`src/rtl/ascii_seq_tx.sv`:
```
// ASCII command-frame transmitter: NUL, decimal digits, operator, letters, NUL, then one idle gap.
// Optional build macro ASCII_SEQ_TX_ERR_INJECT_EN adds inject_err, which replaces the operator with '?'.
module ascii_seq_tx #(
  parameter int CLKS_PER_CHAR = 2604,
  parameter int NUM_W         = 10,
  parameter int DIG_MAX       = 4
) (
  input  logic             clk,
  input  logic             rst,
`ifdef ASCII_SEQ_TX_ERR_INJECT_EN
  input  logic             inject_err,
`endif
  input  logic             start,
  input  logic [NUM_W-1:0] num,
  input  logic             op_mul,
  input  logic [4:0]       letter_base,
  input  logic [3:0]       letter_cnt,
  output logic             busy,
  output logic [7:0]       ascii_char,
  output logic             char_valid,
  output logic             char_strobe,
  output logic             done
);

  localparam int BAUD_W = (CLKS_PER_CHAR > 2) ? $clog2(CLKS_PER_CHAR) : 1;
  localparam int DIG_W  = $clog2(DIG_MAX + 1);
  localparam int DIG_N  = 1 << DIG_W;
  localparam logic [BAUD_W-1:0] BAUD_MAX = BAUD_W'(CLKS_PER_CHAR - 1);
  localparam logic [DIG_W-1:0]  CONV_LAST = DIG_W'(DIG_MAX - 1);

  typedef enum logic [2:0] {
    S_IDLE, S_CONV, S_NUL0, S_DIG, S_OP, S_LET, S_NUL1, S_GAP
  } state_t;

  state_t            state_q;
  logic [NUM_W-1:0]  val_q;
  logic [3:0]        dig_q [DIG_N];
  logic [DIG_W-1:0]  ndig_q;
  logic [DIG_W-1:0]  step_q;
  logic              op_mul_q;
  logic              inj_q;
  logic [4:0]        base_q;
  logic [3:0]        cnt_q;
  logic [3:0]        let_i_q;
  logic [BAUD_W-1:0] baud_q;
  logic              busy_q;
  logic [7:0]        char_q;
  logic              valid_q;
  logic              strobe_q;
  logic              done_q;

  logic [NUM_W-1:0]  quot_d;
  logic [3:0]        rem_d;
  logic [3:0]        let_last_d;
  logic [7:0]        op_char_d;

  function automatic logic [7:0] digit_char(input logic [3:0] d);
    return {4'h3, d};
  endfunction

  // 6-bit sum keeps letter_base + index free of overflow before the mod-26 wrap.
  function automatic logic [7:0] letter_char(input logic [4:0] base, input logic [3:0] idx);
    logic [5:0] s;
    s = {1'b0, base} + {2'b00, idx};
    s = s % 6'd26;
    return 8'h41 + {2'b00, s};
  endfunction

  assign quot_d     = val_q / NUM_W'(10);
  assign rem_d      = 4'(val_q % NUM_W'(10));
  assign let_last_d = (cnt_q == 4'd0) ? 4'd0 : cnt_q - 4'd1;

`ifdef ASCII_SEQ_TX_ERR_INJECT_EN
  assign op_char_d = inj_q ? 8'h3F : (op_mul_q ? 8'h2A : 8'h2B);
`else
  assign op_char_d = op_mul_q ? 8'h2A : 8'h2B;
`endif

  always_ff @(posedge clk) begin
    if (rst) begin
      state_q  <= S_IDLE;
      val_q    <= '0;
      ndig_q   <= '0;
      step_q   <= '0;
      op_mul_q <= 1'b0;
      inj_q    <= 1'b0;
      base_q   <= '0;
      cnt_q    <= '0;
      let_i_q  <= '0;
      baud_q   <= '0;
      busy_q   <= 1'b0;
      char_q   <= '0;
      valid_q  <= 1'b0;
      strobe_q <= 1'b0;
      done_q   <= 1'b0;
      for (int i = 0; i < DIG_N; i++) dig_q[i] <= '0;
    end else begin
      strobe_q <= 1'b0;
      done_q   <= 1'b0;
      case (state_q)
        S_IDLE: begin
          if (start) begin
            val_q    <= num;
            op_mul_q <= op_mul;
`ifdef ASCII_SEQ_TX_ERR_INJECT_EN
            inj_q    <= inject_err;
`else
            inj_q    <= 1'b0;
`endif
            base_q   <= letter_base;
            cnt_q    <= letter_cnt;
            step_q   <= '0;
            ndig_q   <= DIG_W'(1);
            busy_q   <= 1'b1;
            state_q  <= S_CONV;
          end
        end
        S_CONV: begin
          dig_q[step_q] <= rem_d;
          if (val_q != '0) ndig_q <= step_q + 1'b1;
          val_q <= quot_d;
          if (step_q == CONV_LAST) begin
            state_q  <= S_NUL0;
            char_q   <= 8'h00;
            valid_q  <= 1'b1;
            strobe_q <= 1'b1;
            baud_q   <= BAUD_MAX;
          end else begin
            step_q <= step_q + 1'b1;
          end
        end
        S_GAP: begin
          if (baud_q == BAUD_W'(1)) done_q <= 1'b1;
          if (baud_q != '0) begin
            baud_q <= baud_q - 1'b1;
          end else begin
            busy_q  <= 1'b0;
            state_q <= S_IDLE;
          end
        end
        default: begin
          // Character states: hold for the baud period, then load the next character.
          if (baud_q != '0) begin
            baud_q <= baud_q - 1'b1;
          end else begin
            baud_q   <= BAUD_MAX;
            strobe_q <= 1'b1;
            case (state_q)
              S_NUL0: begin
                step_q  <= ndig_q - 1'b1;
                char_q  <= digit_char(dig_q[ndig_q - 1'b1]);
                state_q <= S_DIG;
              end
              S_DIG: begin
                if (step_q == '0) begin
                  char_q  <= op_char_d;
                  state_q <= S_OP;
                end else begin
                  step_q <= step_q - 1'b1;
                  char_q <= digit_char(dig_q[step_q - 1'b1]);
                end
              end
              S_OP: begin
                let_i_q <= '0;
                char_q  <= letter_char(base_q, 4'd0);
                state_q <= S_LET;
              end
              S_LET: begin
                if (let_i_q == let_last_d) begin
                  char_q  <= 8'h00;
                  state_q <= S_NUL1;
                end else begin
                  let_i_q <= let_i_q + 4'd1;
                  char_q  <= letter_char(base_q, let_i_q + 4'd1);
                end
              end
              S_NUL1: begin
                char_q   <= 8'h00;
                valid_q  <= 1'b0;
                strobe_q <= 1'b0;
                state_q  <= S_GAP;
              end
              default: state_q <= S_IDLE;
            endcase
          end
        end
      endcase
    end
  end

  assign busy        = busy_q;
  assign ascii_char  = char_q;
  assign char_valid  = valid_q;
  assign char_strobe = strobe_q;
  assign done        = done_q;

endmodule
```
`config.mk`:
```
export PLATFORM = sky130hd
export DESIGN_NAME = ascii_seq_tx
export DESIGN_NICKNAME = d
export VERILOG_FILES = /design/src/rtl/ascii_seq_tx.sv
export SDC_FILE = /design/constraint.sdc
export NUM_CORES = 1
export LEC_CHECK = 0
export BUFFER_PORTS_ARGS = -buffer_cell sky130_fd_sc_hd__buf_2
export CORE_MARGIN = 2
export CORE_UTILIZATION = 32
export DETAILED_ROUTE_END_ITERATION = 8
export SLEW_MARGIN = 20
export SYNTH_ARGS = -nofsm -noshare
export SYNTH_HDL_FRONTEND = slang
export SYNTH_SLANG_ARGS = --single-unit
```
`constraint.sdc`:
```
create_clock -name clk -period 4.4 [get_ports clk]
set_input_delay 0.22 -clock clk [delete_from_list [all_inputs] [get_ports clk]]
set_output_delay 0.22 -clock clk [all_outputs]
set_load 0.005 [all_outputs]
```
==> Yosys cells after proc, flatten, opt, wreduce, memory -nomap -nowiden <==
Memory sizes are Yosys's and may differ from the RTL's.
Index checks and enable logic that the tools add are counted.
{ "op_classes": {"add_sub_neg": 9, "div_mod_pow": 4, "eq_ne": 22, "muxes": 52, "bitwise_logic": 5, "reduce_logical": 25} }
{ "ops": {"columns": ["cell", "n"], "rows": [
  ["8-bit one-hot mux with 5 select lines", 1],
  ["12-bit two-way mux", 3],
  ["3-bit two-way mux", 12],
  ["12-bit one-hot mux with 3 select lines", 1],
  ["8-bit two-way mux", 3],
  ["10-bit one-hot mux with 2 select lines", 1],
  ["3-bit one-hot mux with 3 select lines", 2],
  ["7-bit by 6-bit adder with 8-bit output, first input constant", 2],
  ["1-bit two-way mux", 16],
  ["8-bit one-hot mux with 2 select lines", 1],
  ["3-bit one-hot mux with 5 select lines", 1],
  ["2-bit != test, second input constant", 7],
  ["12-bit by 1-bit == test with 1-bit output, second input constant", 1],
  ["3-bit == test, second input constant", 4],
  ["4-bit two-way mux", 3],
  ["3-bit one-hot mux with 2 select lines", 2],
  ["4-bit AND reduction", 3],
  ["6-bit AND reduction", 2],
  ["12-bit nonzero test", 1],
  ["12-bit by 1-bit subtractor with 12-bit output, second input constant", 1],
  ["10-bit by 4-bit divider with 10-bit output, second input constant", 1],
  ["10-bit by 4-bit modulo with 10-bit output, second input constant", 1],
  ["10-bit two-way mux", 1],
  ["10-bit nonzero test", 1],
  ["29 further kinds", 46]
]} }
{ "word_totals": {"reg_bits": 57, "mem_bits_rw": 32, "inputBits": 23, "output_inout_bits": 12, "elab_cells": 132, "memories": 1} }
{ "memory_table": {"columns": ["memory", "words", "word_bits", "rd", "rd_clocked_by_memory_dff", "write_ports", "line_no", "rtl"], "rows": [
  ["dig_q", 8, 4, 2, 0, 8, "37", "logic [3:0] dig_q [DIG_N];"]
]} }

==> Logic depth before layout (Yosys ltp) <==
{ "logic_depth": {"word_depth": 8, "depth_mapped": 16, "mapped_depth_nobuf": 16} }

==> Worst setup path before layout <==
No wires, ideal clock.
{ "synth_timing": {"path_kind": "flip-flop to flip-flop", "from": "reg let_i_q[0]", "to": "reg char_q[2] (netlist: ascii_char[2])", "setup_ps": 117, "arrival_ps": 2832, "t_required_ps": 4283, "setup_slack_ps": 1451, "path_stages_with_launch": 12, "cell_sequence": "dfxtp_1 > ha_1 > ha_1 > a21oi_1 > nand2b_1 > o41ai_1 > o21ai_0 > mux2_2 > ha_1 > xor2_1 > o21ai_0 > a32o_1"} }
{ "synth_between": {"elab_chain_len": 8} }
{ "synth_rtl": {"columns": ["element", "line_no", "rtl"], "rows": [
  ["start: declaration", "44", "logic [3:0] let_i_q;"],
  ["start signal: assignment", "173", "let_i_q <= let_i_q + 4'd1;"],
  ["4-bit by 1-bit adder with 4-bit output", "174", "char_q <= letter_char(base_q, let_i_q + 4'd1);"],
  ["5-bit by 4-bit adder with 6-bit output", "64", "s = {1'b0, base} + {2'b00, idx};"],
  ["6-bit by 5-bit modulo with 6-bit output", "65", "s = s % 6'd26;"],
  ["7-bit by 6-bit adder with 8-bit output", "66", "return 8'h41 + {2'b00, s};"],
  ["8-bit two-way mux (*)", "169", "if (let_i_q == let_last_d) begin"],
  ["8-bit one-hot mux with 5 select lines (*)", "148", "case (state_q)"],
  ["8-bit two-way mux (*)", "143", "if (baud_q != '0) begin"],
  ["8-bit one-hot mux with 2 select lines (*)", "100", "case (state_q)"],
  ["end signal: assignment", "151", "char_q <= digit_char(dig_q[ndig_q - 1'b1]);"],
  ["end signal: assignment", "156", "char_q <= op_char_d;"],
  ["end signal: assignment", "174", null],
  ["end: declaration", "47", "logic [7:0] char_q;"]
]} }
Mark *: on every way between the ends. The rest lies on a longest branch, timed or not. The select of a mux whose other input is x is not followed.
A chain may end at the register's enable or synchronous reset.

==> results.py <==
metrics = {
    "final_layout": {
        "final_nets": 770,
        "syn_to_final_growth_pct": 11.4,
        "drive_above_1_share": 0.145,
        "final_area_um2": 6820,
        "fin_cells": 965,
        "antennaDiodeCount": 0,
    },
    "critical_path": {
        "critPathCaptureType": "flop",
        "critPathMaxFanout": 14,
        "reg2reg_to": "dig_q[4][3]$_SDFFCE_PN0P_",
        "crit_path_end": "dig_q[4][3]$_SDFFCE_PN0P_",
        "crit_start": "val_q[5]$_SDFFE_PP0P_",
        "worstPathRequired_ns": 4.47,
        "rrSetupSlack_ns": 0.67,
        "setup.worst_path.start_class": "flop",
        "rr_worst_depth": 11,
        "path_class": "reg -> reg",
        "arrival_ns": 3.80,
        "r2r_start": "val_q[5]$_SDFFE_PP0P_",
    },
    "floorplan": {
        "die_h_um": 142,
        "row_count": 50,
        "placeableCoreArea_um2": 18800,
        "start_util": 0.326,
        "die_w_um": 142,
        "io_pins": 35,
        "die_area_um2": 20300,
    },
    "sta": {
        "period_share": 0.847,
        "tns_ns": 0,
        "rsz0062_at_grt": "false",
        "slew_headroom": 0.412,
        "fmax_mhz": 268,
        "final_hold_viol_count": 0,
        "worst_slew_pin_slew_ns": 0.882,
        "finalClockSkew_ns": 0.00884,
        "drv_slew": 0,
        "finalSetupViolations": 0,
        "min_period_ns": 3.73,
    },
    "routing": {
        "drt_first_pass_iters": 5,
        "drt_iter0_drc": 372,
        "routed_wl_um": 14900,
        "ant_nets": 0,
        "drc": 0,
        "vias_per_cell": 5.48,
        "avgRoutedWirePerCell_um": 15.5,
        "vias": 5285,
    },
    "synthesis": {
        "seq_area_frac_synth": 0.343,
        "syn_avg_cell_area_um2": 8.54,
        "syn_inst": 717,
        "synth-edff-count": 32,
        "synth_cell_type_count": 78,
        "synth.top_cell.area_share": 0.186,
        "synth_largest_area_cell": "dfxtp_1",
        "syn-cell-area_um2": 6120,
        "syn_nets": 761,
        "synth_seq_cells": 89,
        "async_flop_share": 0,
        "yosys_warnings": 0,
        "synth.top_cells.by_area": "dfxtp_1, edfxtp_1, nor2_1",
        "synth_ff_type": "dfxtp_1",
    },
    "worst_hold_path": {
        "min_path_type": "in -> reg",
    },
    "pwr": {
        "vdd_drop_max_mv": 0.304,
        "p_leak_nw": 2.49,
        "p_per_area_nw_per_um2": 688,
        "fin_total_pwr_mw": 4.69,
    },
    "cts": {
        "cts.repair.resized": 0,
        "clockBufferDepth": 2,
        "root_buffer": "clkbuf_16",
        "clk_pin_slew_worst_paths_ns": 0.07,
        "cts_made_buffers": 9,
        "cts_hold_buf": 0,
        "cts_htree_levels": 3,
        "insertion_delay_ns": 0.35,
        "postCtsSetupBuffers": 0,
        "cts_tree": "yes",
        "cts.sinks": 89,
    },
    "place": {
        "placed_area_um2": 6460,
        "place_congestion": 0.891,
        "hpwl_um": 11100,
        "placed_cells": 949,
        "io_buffers": 34,
    },
    "global_route": {
        "overflow": 0,
        "grt_pass1_vias": 5064,
        "grt_antenna_before_repair": 0,
        "grt_usage": 0.149,
        "grt_start_max_net_pins": 53,
        "grt_pass1_wl_um": 24600,
    },
    "outcome": {
        "outcome": "complete, no violations",
    },
    "job": {
        "drv_cap": 0,
    },
}
-- registers in the layout, summed over array words and instances, names as in the netlist --
| signal | count |
|---|---|
| ndig_q | 3 |
| base_q | 5 |
| busy | 1 |
| baud_q | 12 |
| dig_q | 32 |
| let_i_q | 4 |
| char_valid | 1 |
| op_mul_q | 1 |
| val_q | 10 |
| char_strobe | 1 |
| ascii_char | 8 |
| state_q | 3 |
| cnt_q | 4 |
| step_q | 3 |
| done | 1 |
-- cell usage in the layout (no fill, tap or decap), types with 12 or more instances in the layout --
cell,n
a21oi_1,48
a22oi_1,13
a31oi_1,14
buf_2,34
dfxtp_1,57
edfxtp_1,32
ha_1,20
inv_1,22
mux4_2,16
nand2_1,69
nand2b_1,22
nand3_1,20
nor2_1,99
nor3_1,22
o21ai_0,29
xnor2_1,17
xor2_1,12
-- worst max-delay path, stage by stage (launching register included) --
cell and delay, ns:
dfxtp_1 0.57, nor2b_1 0.53, mux2_2 0.41, a221o_1 0.41, nand2_1 0.13, a221oi_1 0.08, a31oi_1 0.17, o31ai_1 0.11
ha_1 0.22, a31oi_1 0.16, xor2_1 0.57, nor2_1 0.09
-- cell usage after synthesis (5+ instances only) --
master	instances
buf_2	7
inv_1	22
a221oi_1	7
nor3_1	22
nor2_2	8
nand3_1	20
buf_1	7
nand2b_1	22
o21ai_0	29
dfxtp_1	57
a22oi_1	13
mux4_2	16
xnor2_1	17
nand2_1	69
nand4_1	5
ha_1	20
or3_1	6
xor2_1	12
a211oi_1	7
nor4_1	6
mux2i_1	11
nor3b_1	6
edfxtp_1	32
o22ai_1	9
nor2_1	99
a21boi_0	5
a31oi_1	14
a21oi_1	48
nor2b_1	11
clkbuf_1	28
-- routing by layer --
layer  GRT usage  up-vias  part of all wire
met2       0.266      115              0.49
li1            -     2642                 -
met4      0.0516        0             0.020
met1       0.186     2506              0.46
met5           0        -                 0
met3      0.0192       22             0.032
-- power breakdown --
group / internal [mW] / switching [mW] / total (mW)
registers: 1.03 / 0.245 / 1.27
clock network: 0.585 / 0.337 / 0.922
logic: 0.989 / 1.51 / 2.50
-- layout make-up --
type | count | area, um^2
tap | 234 | 293
timing repair buffer | 43 | 238
clock inverter | 4 | 77.6
fill | 1928 | 11900
multi-input combinational | 559 | 3730
inverter | 24 | 90.1
clock buffer | 12 | 289
sequential | 89 | 2100
-- kinds of logic after synthesis --
| logic type | Yosys count | share of synthesized area |
|---|---|---|
| AND/OR/NAND/NOR | 297 | 0.236 |
| buffers and inverters | 69 | 0.0468 |
| XOR/XNOR | 30 | 0.0441 |
| adder cells (fa/ha/maj) | 21 | 0.0441 |
| flip-flops | 89 | 0.343 |
| AO/OA/AOI/OAI | 178 | 0.196 |
| multiplexers | 33 | 0.0891 |
-- worst min-delay path by stage --
| stage | from | cells after the start | slack (ns) | end |
|---|---|---|---|---|
| 2_1_floorplan | op_mul | 2 | 0.36 | op_mul_q$_SDFFE_PP0P_ |
| 3_3_place_gp | ascii_char[7]$_SDFFE_PP0P_ | 1 | 0.46 | ascii_char[7]$_SDFFE_PP0P_ |
| 3_5_place_dp | ascii_char[7]$_SDFFE_PP0P_ | 1 | 0.46 | ascii_char[7]$_SDFFE_PP0P_ |
| 4_1_cts | letter_base[4] | 3 | 0.1 | base_q[4]$_SDFFE_PP0P_ |
| 5_1_grt | letter_cnt[1] | 3 | 0.11 | cnt_q[1]$_SDFFE_PP0P_ |
| 6_report | letter_base[4] | 3 | 0.10 | base_q[4]$_SDFFE_PP0P_ |
-- per-stage QoR --
step,worst slack [ns],hold slack (ns),utilization
after floorplan,1.45,0.356,-
after global placement,0.759,0.456,0.344
after detailed placement,0.654,0.460,0.344
after CTS,0.644,0.0991,0.364
after global routing,0.269,0.113,0.364
final,0.671,0.104,0.364
Note: power is estimated with default switching activity, not from simulation.
